### src/rtl/serial_cmd_engine.sv
// Byte-serial framed command engine between a UART byte pair and a word memory port.
// Acts one cycle after each assembled word; tx paced by tx_ready, bytes arriving while transmitting are dropped (overrun).
module serial_cmd_engine #(
    parameter int          WORD_W         = 32,
    parameter int          ADDR_W         = 16,
    parameter int          TIMEOUT_CYCLES = 100000,
    parameter logic [31:0] INFO_ID        = 32'h4D495053
) (
    input  logic              clk,
    input  logic              rst,
    input  logic [7:0]        rx_byte,
    input  logic              rx_valid,
    output logic [7:0]        tx_byte,
    output logic              tx_start,
    input  logic              tx_ready,
    output logic              mem_wr,
    output logic              mem_rd,
    output logic [ADDR_W-1:0] mem_addr,
    output logic [WORD_W-1:0] mem_wdata,
    input  logic [WORD_W-1:0] mem_rdata,
    input  logic              mem_rvalid,
    output logic              busy,
    output logic              overrun
);
    localparam int                BYTES    = WORD_W / 8;
    localparam int                BW       = (BYTES > 1) ? $clog2(BYTES) : 1;
    localparam logic [BW-1:0]     LAST_B   = BW'(BYTES - 1);
    localparam logic [WORD_W-1:0] INFO_W0  = WORD_W'(INFO_ID);
    localparam logic [WORD_W-1:0] INFO_W1  = WORD_W'(WORD_W);
    localparam logic [WORD_W-1:0] INFO_W2  = WORD_W'(ADDR_W);
    localparam logic [31:0]       TMO_LAST = 32'(TIMEOUT_CYCLES - 1);

    typedef enum logic [3:0] {
        RD_LEN, RD_CMD, RD_ARG, UP_DATA, DL_READ, DL_WAIT, SEND, DRAIN, STATUS
    } state_t;

    state_t            r_state, w_nstate;
    logic [WORD_W-1:0] r_shift, r_len, r_cnt, r_txw, r_mem_wdata, w_ld_val;
    logic [BW-1:0]     r_bcnt, r_bidx;
    logic [ADDR_W-1:0] r_addr;
    logic [31:0]       r_tcnt;
    logic [1:0]        r_cmd, r_info, r_dcode, w_code;
    logic [7:0]        r_tx_byte;
    logic              r_wdone, r_argi, r_tx_start, r_mem_wr, r_mem_rd, r_overrun;
    logic              w_rx_states, w_rx_ok, w_tcount, w_tmo, w_fire, w_ld_tx;
    logic              w_to_status, w_to_drain;

    assign w_rx_states = (r_state == RD_LEN) || (r_state == RD_CMD) || (r_state == RD_ARG) ||
                         (r_state == UP_DATA) || (r_state == DRAIN);
    assign w_rx_ok     = rx_valid && w_rx_states;
    assign w_tcount    = (w_rx_states && (r_state != RD_LEN)) || ((r_state == RD_LEN) && (r_bcnt != '0));
    assign w_tmo       = w_tcount && !rx_valid && (r_tcnt == TMO_LAST);
    assign w_fire      = ((r_state == SEND) || (r_state == STATUS)) && tx_ready && !r_tx_start;

    always_comb begin
        w_nstate    = r_state;
        w_ld_tx     = 1'b0;
        w_ld_val    = '0;
        w_code      = 2'd0;
        w_to_status = 1'b0;
        w_to_drain  = 1'b0;
        case (r_state)
            RD_LEN: if (r_wdone) w_nstate = RD_CMD;
            RD_CMD: if (r_wdone) begin
                w_code = 2'd3;
                if (r_shift == WORD_W'(0)) begin
                    if (r_len == '0) begin w_code = 2'd0; w_to_status = 1'b1; end
                    else w_to_drain = 1'b1;
                end else if (r_shift == WORD_W'(1)) begin
                    if (r_len == '0) begin w_nstate = SEND; w_ld_tx = 1'b1; w_ld_val = INFO_W0; end
                    else w_to_drain = 1'b1;
                end else if (r_shift == WORD_W'(2)) begin
                    if (r_len != '0) w_nstate = RD_ARG;
                    else w_to_drain = 1'b1;
                end else if (r_shift == WORD_W'(3)) begin
                    if (r_len == WORD_W'(2)) w_nstate = RD_ARG;
                    else w_to_drain = 1'b1;
                end else begin
                    w_code     = 2'd1;
                    w_to_drain = 1'b1;
                end
                if (w_to_drain) begin
                    if (r_len == '0) w_to_status = 1'b1;
                    else w_nstate = DRAIN;
                end
            end
            RD_ARG: if (r_wdone) begin
                if (r_cmd == 2'd2) begin
                    if (r_cnt == WORD_W'(1)) w_to_status = 1'b1;
                    else w_nstate = UP_DATA;
                end else if (r_argi) begin
                    if (r_shift == '0) w_to_status = 1'b1;
                    else w_nstate = DL_READ;
                end
            end
            UP_DATA: if (r_wdone && (r_cnt == WORD_W'(1))) w_to_status = 1'b1;
            DRAIN:   if (r_wdone && (r_cnt == WORD_W'(1))) begin
                w_code      = r_dcode;
                w_to_status = 1'b1;
            end
            DL_READ: w_nstate = DL_WAIT;
            DL_WAIT: if (mem_rvalid) begin
                w_nstate = SEND;
                w_ld_tx  = 1'b1;
                w_ld_val = mem_rdata;
            end
            SEND: if (w_fire && (r_bidx == LAST_B)) begin
                if (r_cmd == 2'd1) begin
                    if (r_info == 2'd0) begin w_ld_tx = 1'b1; w_ld_val = INFO_W1; end
                    else if (r_info == 2'd1) begin w_ld_tx = 1'b1; w_ld_val = INFO_W2; end
                    else w_to_status = 1'b1;
                end else if (r_cnt != '0) w_nstate = DL_READ;
                else w_to_status = 1'b1;
            end
            STATUS: if (w_fire && (r_bidx == LAST_B)) w_nstate = RD_LEN;
            default: w_nstate = RD_LEN;
        endcase
        // A completed word in hand wins over a timeout landing in the same cycle.
        if (w_tmo && !r_wdone) begin
            w_code      = 2'd2;
            w_to_status = 1'b1;
        end
        if (w_to_status) begin
            w_nstate = STATUS;
            w_ld_tx  = 1'b1;
            w_ld_val = WORD_W'(w_code);
        end
    end

    always_ff @(posedge clk or negedge rst) begin
        if (!rst) r_state <= RD_LEN;
        else      r_state <= w_nstate;
    end

    always_ff @(posedge clk or negedge rst) begin
        if (!rst) begin
            r_shift <= '0; r_len <= '0; r_cnt <= '0; r_txw <= '0; r_mem_wdata <= '0;
            r_bcnt <= '0; r_bidx <= '0; r_addr <= '0; r_tcnt <= '0;
            r_cmd <= '0; r_info <= '0; r_dcode <= '0; r_tx_byte <= '0;
            r_wdone <= 1'b0; r_argi <= 1'b0; r_tx_start <= 1'b0;
            r_mem_wr <= 1'b0; r_mem_rd <= 1'b0; r_overrun <= 1'b0;
        end else begin
            r_tx_start <= w_fire;
            if (w_fire) r_tx_byte <= r_txw[WORD_W-1 -: 8];
            if (w_ld_tx) begin
                r_txw  <= w_ld_val;
                r_bidx <= '0;
            end else if (w_fire) begin
                r_txw  <= r_txw << 8;
                r_bidx <= r_bidx + 1'b1;
            end
            r_mem_wr <= 1'b0;
            r_mem_rd <= 1'b0;
            r_wdone  <= 1'b0;
            if (w_rx_ok) begin
                r_shift <= {r_shift[WORD_W-9:0], rx_byte};
                if (r_bcnt == LAST_B) begin
                    r_bcnt  <= '0;
                    r_wdone <= 1'b1;
                end else begin
                    r_bcnt <= r_bcnt + 1'b1;
                end
            end else if (w_tmo) begin
                r_bcnt <= '0;
            end
            if (rx_valid && !w_rx_states) r_overrun <= 1'b1;
            if (rx_valid || !w_tcount || w_tmo) r_tcnt <= '0;
            else                                r_tcnt <= r_tcnt + 32'd1;
            if (r_mem_wr) r_addr <= r_addr + 1'b1;
            case (r_state)
                RD_LEN: if (r_wdone) r_len <= r_shift;
                RD_CMD: if (r_wdone) begin
                    r_cmd   <= r_shift[1:0];
                    r_cnt   <= r_len;
                    r_argi  <= 1'b0;
                    r_info  <= 2'd0;
                    r_dcode <= w_code;
                end
                RD_ARG: if (r_wdone) begin
                    if (!r_argi) begin
                        r_addr <= r_shift[ADDR_W-1:0];
                        r_cnt  <= r_cnt - 1'b1;
                        r_argi <= 1'b1;
                    end else begin
                        r_cnt <= r_shift;
                    end
                end
                UP_DATA: if (r_wdone) begin
                    r_mem_wr    <= 1'b1;
                    r_mem_wdata <= r_shift;
                    r_cnt       <= r_cnt - 1'b1;
                end
                DRAIN:   if (r_wdone) r_cnt <= r_cnt - 1'b1;
                DL_READ: r_mem_rd <= 1'b1;
                DL_WAIT: if (mem_rvalid) begin
                    r_addr <= r_addr + 1'b1;
                    r_cnt  <= r_cnt - 1'b1;
                end
                SEND: if (w_fire && (r_bidx == LAST_B)) r_info <= r_info + 1'b1;
                default: ;
            endcase
        end
    end

    assign tx_byte   = r_tx_byte;
    assign tx_start  = r_tx_start;
    assign mem_wr    = r_mem_wr;
    assign mem_rd    = r_mem_rd;
    assign mem_addr  = r_addr;
    assign mem_wdata = r_mem_wdata;
    assign busy      = (r_state != RD_LEN) || (r_bcnt != '0);
    assign overrun   = r_overrun;
endmodule

### config.mk
export PLATFORM = sky130hd
export DESIGN_NAME = serial_cmd_engine
export DESIGN_NICKNAME = d
export VERILOG_FILES = /design/src/rtl/serial_cmd_engine.sv
export SDC_FILE = /design/constraint.sdc
export NUM_CORES = 1
export LEC_CHECK = 0
export BUFFER_PORTS_ARGS = -buffer_cell sky130_fd_sc_hd__clkbuf_2
export CORE_MARGIN = 2
export CORE_UTILIZATION = 54
export DETAILED_ROUTE_END_ITERATION = 8
export PLACE_DENSITY = 0.75
export SETUP_SLACK_MARGIN = 0.3
export SYNTH_ARGS = -nofsm -noshare
export SYNTH_HDL_FRONTEND = slang
export SYNTH_SLANG_ARGS = --single-unit
export TNS_END_PERCENT = 10
### constraint.sdc
create_clock -name clk -period 1.9 [get_ports clk]
set_input_delay 0.285 -clock clk [delete_from_list [all_inputs] [get_ports clk]]
set_output_delay 0.285 -clock clk [all_outputs]
set_load 0.05 [all_outputs]
==> impl_metrics.toml, run 1 <==
[setup_path]
cp_top_family = "simple AND/OR/NAND/NOR gates"
end_kind = "flip-flop"
path_class = "reg2reg"
crit_chain = "nor4_4 > and4_4 > a31oi_2 > o221ai_2 > nand3_4 > buf_6 > clkbuf_16 > a211oi_1"
max_stage_delay_ns = 0.42
crit_buf_inv = 2
worst_setup_path_start_kind = "flip-flop"
slowest_stage = "dfrtp_1"
rrSetupSlack_ns = -0.36
cp.required_ns = 2.32
crit_path_max_fanout = 5
cp.arrival_ns = 2.68

[clock_network]
root_buffer = "clkbuf_16"
clock-sinks = 236
clk_path_buf_depth = 3
cts_inserted_buffers = 26
cts.clk_slew.worst_paths_ns = 0.06
worstSkewPairLatency_ns = 0.54
cts_max_level = 1
cts_tree = "done"

[hold_path]
hold_path.class = "in2reg"

[synth]
synthTopCellsByArea = "dfrtp_1, nand2_1, mux2_2"
yosys_warnings = 0
synth_cell_types = 78
asyncSetResetFlopFracSynth_pct = 100
post-synth-top-area-cell = "dfrtp_1"
netlist.area_leader.share_pct = 50.1
synth_edf_count = 0
syn-cell-area_sq_um = 11800
synthCells = 1199
syn_nets = 1255
synthFlopType = "dfrtp_1"
synth_area_per_cell_sq_um = 9.84
ys_seq_area_share_pct = 50.1
synth_seq_cells = 236

[finish]
antenna_cells = 0
area_delta_synth_final_pct = 44.5
drive_gt1_share_pct = 43.8
nNetsFinal = 1618

[timing]
skew_ns = 0.0119
worstMarginPinSlew_ns = 0.448
slew_headroom_pct = 70.0
fin_ws_ns = -0.359
fmax_mhz = 443
holdWs_ns = 0.0113
setup_viol = 63
drv_slew = 0
rsz0062_at_grt = "yes"
fin_crit_ns = 2.26
fin_crit_sh_pct = 119
finalHoldViolCount = 0

[route]
finalWirelength_um = 39200
ant_nets = 0
vias = 11537
first_iter_violations = 1292
drc_errors = 0
vias_per_cell = 6.21
first_pass_iters = 6
wl_per_cell_um = 21.1

[global_routing]
grtUsageMet2_pct = 50.7
grt_pass1_wl_um = 57300
antenna_found_initial = 0
grt_busiest_layer = "met2"
grt_util_met1_pct = 38.8
grt.total_usage_pct = 30.2
grt_pass1_vias = 11160
grt_start_max_net_pins = 57
grt_overflow = 0
met3_usage_pct = 5.02

[placed_design]
dp_hpwl_um = 23100
io_buffers = 105
gp_congestion = 0.914
pre_cts_ws_ns = -0.335

[power_and_ir_drop]
p_per_area_nw_per_um2 = 1580
pwr-share-clk_pct = 19.5
switching_share_pct = 42.0
power_frac_comb_pct = 50.3
p_seq_share_pct = 30.1
power_switching_uw = 11300
ir_drop_mv = 1.32
leakagePower_uw = 0.00819
intPower_uw = 15600

[floorplan]
initial_utilization_pct = 54.6
io_pins = 106
core_sq_um = 21600
dieWidth_um = 152
dieArea_sq_um = 23000
dieHeight_um = 152
fp-row-count = 54

[run_status]
violations = "negative setup slack"
status = "finished, violations left"

[job]
max_cap_viol_count = 0
[routing by layer]
| metal | share of wire [%] | up-vias |
|---|---|---|
| li1 | - | 5047 |
| met1 | 39 | 5703 |
| met2 | 49 | 634 |
| met3 | 7.0 | 153 |
| met4 | 4.8 | 0 |
| met5 | 0 | - |
[cells by family after synthesis]
group	Yosys count	share of synthesized area (%)
AOI/OAI and AO/OA	256	14.7
xor gates and xnor gates	28	2.08
adders and majority gates	12	1.25
buffers and inverters	86	3.26
DFF	236	50.1
muxes	82	7.64
and+or+nand+nor	499	21.0
[power by group through the flow]
stage,combinational (uW),sequential (uW),clock (uW)
global placement,11300,7850,0
finish,13600,8120,5260
detailed placement,11500,7940,0
CTS,12300,7960,5280
floorplan,4910,9650,0
global route,14300,8290,5510
[worst reg2reg max path, delay by kind of cell, from the launching register on]
family                 cells  cell delay, ns
DFF                        1            0.42
AOI/OAI and AO/OA          3            0.60
buffers and inverters      2            0.34
and+or+nand+nor            3            0.80
[per-stage QoR]
| step | instance area, sq um | power, uW | cells | util [%] | setup TNS, ns |
|---|---|---|---|---|---|
| CTS | 16400 | 25600 | 1849 | 75.6 | -7.03 |
| global placement | 14700 | 19200 | 1772 | 67.8 | -9.63 |
| floorplan | 11900 | 14600 | 1199 | - | -1.60 |
| global route | 17000 | 28100 | 1858 | 78.8 | -20.38 |
| detailed placement | 14700 | 19500 | 1772 | 67.8 | -12.71 |
| finish | 17000 | 26900 | 1858 | 78.8 | -12.94 |
[Yosys cell counts (all sizes together) (4+ instances only)]
| cell | n |
|---|---|
| buf | 24 |
| a21oi | 47 |
| a211oi | 11 |
| a221oi | 13 |
| o211ai | 10 |
| ha | 11 |
| o22ai | 4 |
| nand3 | 39 |
| a21o | 13 |
| nand4 | 17 |
| nand2 | 210 |
| o31a | 4 |
| o21a | 5 |
| a2bb2oi | 6 |
| a22oi | 4 |
| a311oi | 5 |
| o21ai | 84 |
| xnor2 | 6 |
| or3 | 9 |
| xor2 | 22 |
| nand2b | 9 |
| nor2b | 16 |
| inv | 22 |
| and3 | 10 |
| and2 | 7 |
| a22o | 6 |
| clkbuf | 39 |
| and4 | 4 |
| nor2 | 103 |
| mux2 | 64 |
| dfrtp | 236 |
| mux2i | 18 |
| a222oi | 18 |
| nor3 | 34 |
| nor4 | 31 |
[path summary, 6_finish.rpt]
kind | cells after the start | start | to
min in group asynchronous | 2 | rst | r_tcnt[13]
hold / removal | 2 | mem_rdata[2] | r_txw[2]
setup / recovery | 8 | r_shift[15] | r_txw[12]
setup reg to reg | 8 | r_shift[15] | r_txw[12]
max in group asynchronous | 3 | rst | mem_addr[1]
hold reg to reg | 1 | overrun | overrun
[placed cells by master, fill, tap and decap left out, types with 10 or more instances in the layout]
cell and instances:
nand2_2 39, dfrtp_1 226, clkbuf_2 99, mux2i_1 17, nand2_1 149, buf_12 23
a21oi_1 41, dfrtp_2 10, a21o_1 13, nor2b_1 11, nor3_2 10, nor4_4 15
mux2_2 64, o211ai_1 10, nor4_2 10, nand3_2 10, xor2_1 21, dlygate4sd3_1 21
buf_6 19, nor3_1 20, clkbuf_16 31, a222oi_1 18, inv_1 19, nand3_1 25
o21ai_1 40, nand2_4 21, nand4_1 17, nor2_1 92, a221oi_1 12, o21ai_0 36
buf_4 223
[cell type report]
| type | instances | area, sq um |
|---|---|---|
| clock inverters | 8 | 140 |
| well taps | 280 | 350 |
| flip-flops and latches | 236 | 5920 |
| clock buffers | 36 | 739 |
| multi-input cells | 877 | 6520 |
| inverters | 23 | 98.8 |
| repair buffers | 398 | 3280 |
| fillers | 1222 | 4580 |
[repair_timing]
item,4_1_cts,5_1_grt
setup buffers,11,6
gates cloned,1,3
pin swaps,44,85
hold endpoints to repair,60,0
hold buffers,21,0
endpoints found under the setup margin,233,236
resized for setup,130,169
[flip-flops by register name, summed over array words and instances (netlist names)]
signal	count
r_argi	1
mem_wdata	32
r_shift	32
overrun	1
r_len	32
r_info	2
r_bcnt	2
mem_addr	16
mem_rd	1
tx_start	1
r_wdone	1
tx_byte	8
mem_wr	1
r_txw	32
r_cnt	32
r_bidx	2
r_state	4
r_cmd	2
r_dcode	2
r_tcnt	32
Note: power is estimated with default switching activity, not from simulation.
==> run 2: changes to the inputs <==
--- a/config.mk
+++ b/config.mk
@@ -7,9 +7,9 @@
 export LEC_CHECK = 0
 export BUFFER_PORTS_ARGS = -buffer_cell sky130_fd_sc_hd__clkbuf_2
 export CORE_MARGIN = 2
-export CORE_UTILIZATION = 54
+export CORE_UTILIZATION = 49
 export DETAILED_ROUTE_END_ITERATION = 8
-export PLACE_DENSITY = 0.75
+export PLACE_DENSITY = 0.69
 export SETUP_SLACK_MARGIN = 0.3
 export SYNTH_ARGS = -nofsm -noshare
 export SYNTH_HDL_FRONTEND = slang
==> constraint.sdc (replaced) <==
create_clock -name clk -period 1.9 [get_ports clk]
set_input_delay 0.285 -clock clk [delete_from_list [all_inputs] [get_ports clk]]
set_output_delay 0.285 -clock clk [all_outputs]
set_load 0.01 [all_outputs]
==> impl_metrics.toml, run 2 (synthesis gave the netlist of run 1 again) <==
[run_status]
status = "finished, violations left"
violations = "design-rule violations, negative setup slack"

[setup_path]
crit_start = "r_state[2]"
cp-endpoint = "r_txw[12]"
r2r_start = "r_state[2]"
cp.arrival_ns = 2.61
worstReg2RegEnd = "r_txw[12]"
worst_setup_path_start_kind = "flip-flop"
reg2reg_depth = 8
path_class = "reg2reg"
rrSetupSlack_ns = -0.30
crit_path_max_fanout = 24
end_kind = "flip-flop"
cp.required_ns = 2.31

[finish]
layout_common_cells = "dfrtp_1, buf_4, nand2_1"
area_delta_synth_final_pct = 40.0
nNetsFinal = 1610
final_common_cell = "dfrtp_1"
drive_gt1_share_pct = 38.6
final_util_pct = 70.1
antenna_cells = 0

[timing]
tns_ns = -10.86
fin_ws_ns = -0.300
finalHoldViolCount = 0
drv_slew = 0
fmax_mhz = 455
skew_ns = 0.0136
slew_headroom_pct = 68.2
fin_crit_sh_pct = 116
worstMarginPinSlew_ns = 0.476
holdWs_ns = 0.0166
setup_viol = 71
fin_crit_ns = 2.20
rsz0062_at_grt = "yes"

[clock_network]
cts.clk_slew.worst_paths_ns = 0.06
worstSkewPairLatency_ns = 0.54
clock-sinks = 236
clk_path_buf_depth = 3
root_buffer = "clkbuf_16"
cts_inserted_buffers = 26
cts_tree = "done"
cts_max_level = 1

[route]
first_pass_iters = 9
ant_nets = 0
wl_per_cell_um = 18.3
finalWirelength_um = 34500
vias = 10794
drc_errors = 2
first_iter_violations = 1090
vias_per_cell = 5.71

[floorplan]
fp-row-count = 56
core_sq_um = 23500
io_pins = 106
dieWidth_um = 159
initial_utilization_pct = 50.1
dieHeight_um = 159
dieArea_sq_um = 25300

[placed_design]
pre_cts_ws_ns = -0.388
dp_hpwl_um = 23000
io_buffers = 105
gp_congestion = 0.925

[global_routing]
grt_pass1_wl_um = 54100
grt_start_max_net_pins = 56
grt_overflow = 0
antenna_found_initial = 0
grt.total_usage_pct = 25.9
grt_pass1_vias = 10519

[job]
max_cap_viol_count = 0

[hold_path]
hold_path.class = "in2reg"
hold_depth = 2

[power_and_ir_drop]
ir_drop_mv = 0.811
leakagePower_uw = 0.00797
p_per_area_nw_per_um2 = 1470
## run 2: cell types whose count changed in the layout (fill, tap and decap cells not counted), moves of 8 or more
| cell | change |
|---|---|
| nand2_1 | +52 |
| nand2_2 | -33 |
| nand2_4 | -18 |
| nor2_1 | -8 |
## run 2: through the flow
step / area, sq um / std cells / power (uW)
global placement: 14600 / 1812 / 17600
CTS: 15900 / 1881 / 23500
floorplan: 11800 / 1199 / 13000
detailed placement: 14600 / 1812 / 17800
global route: 16500 / 1892 / 25700
finish: 16500 / 1892 / 24300
## run 2: timing repair
item                                   CTS  global route
resized for setup                       62           126
endpoints found under the hold margin   65             0
pin swaps                               18            39
setup buffers                            1             9
cloned                                   0             2
setup endpoints to repair              232           229
hold buffers                            21             0
## run 2: how the worst min path moves through the flow
stage | from | endpoint | slack [ns]
after floorplan | rst | mem_addr[0] | -0.01
after global placement | rst | r_tcnt[2] | 0.24
after detailed placement | rst | r_tcnt[2] | 0.24
after CTS | mem_rdata[23] | r_txw[23] | 0.0007
after global routing | mem_rdata[28] | r_txw[28] | 0.02
final | mem_rdata[7] | r_txw[7] | 0.02
## run 2: cell type report
cell class	instances	area (sq um)
Multi-Input combinational cell	877	6170
Clock inverter	8	100
Sequential cell	236	5910
Inverter	23	93.8
Clock buffer	39	781
Timing Repair Buffer	390	3060
Tap cell	319	399
Fill cell	1723	7030
## run 2: critical path: stages, from the launching register on
cell,delay (ns)
dfrtp_2,0.46
buf_4,0.16
nor3_2,0.10
a21oi_1,0.09
or4b_4,0.52
buf_12,0.19
buf_4,0.16
o211ai_1,0.26
a211oi_2,0.11
## run 2: routing by layer
| metal | GRT usage, % | share of wire (%) |
|---|---|---|
| met1 | 35.3 | 42 |
| met2 | 43.8 | 50 |
| met3 | 3.96 | 6.2 |
| met4 | 6.53 | 1.9 |
| met5 | 0 | 0 |
## run 2: where the power goes
part / internal, uW / leakage, uW / switching [uW]
clock network: 3100 / 0.000420 / 2070
registers: 6690 / 0.00309 / 1330
logic: 5350 / 0.00446 / 5770
total: 15100 / 0.00797 / 9180
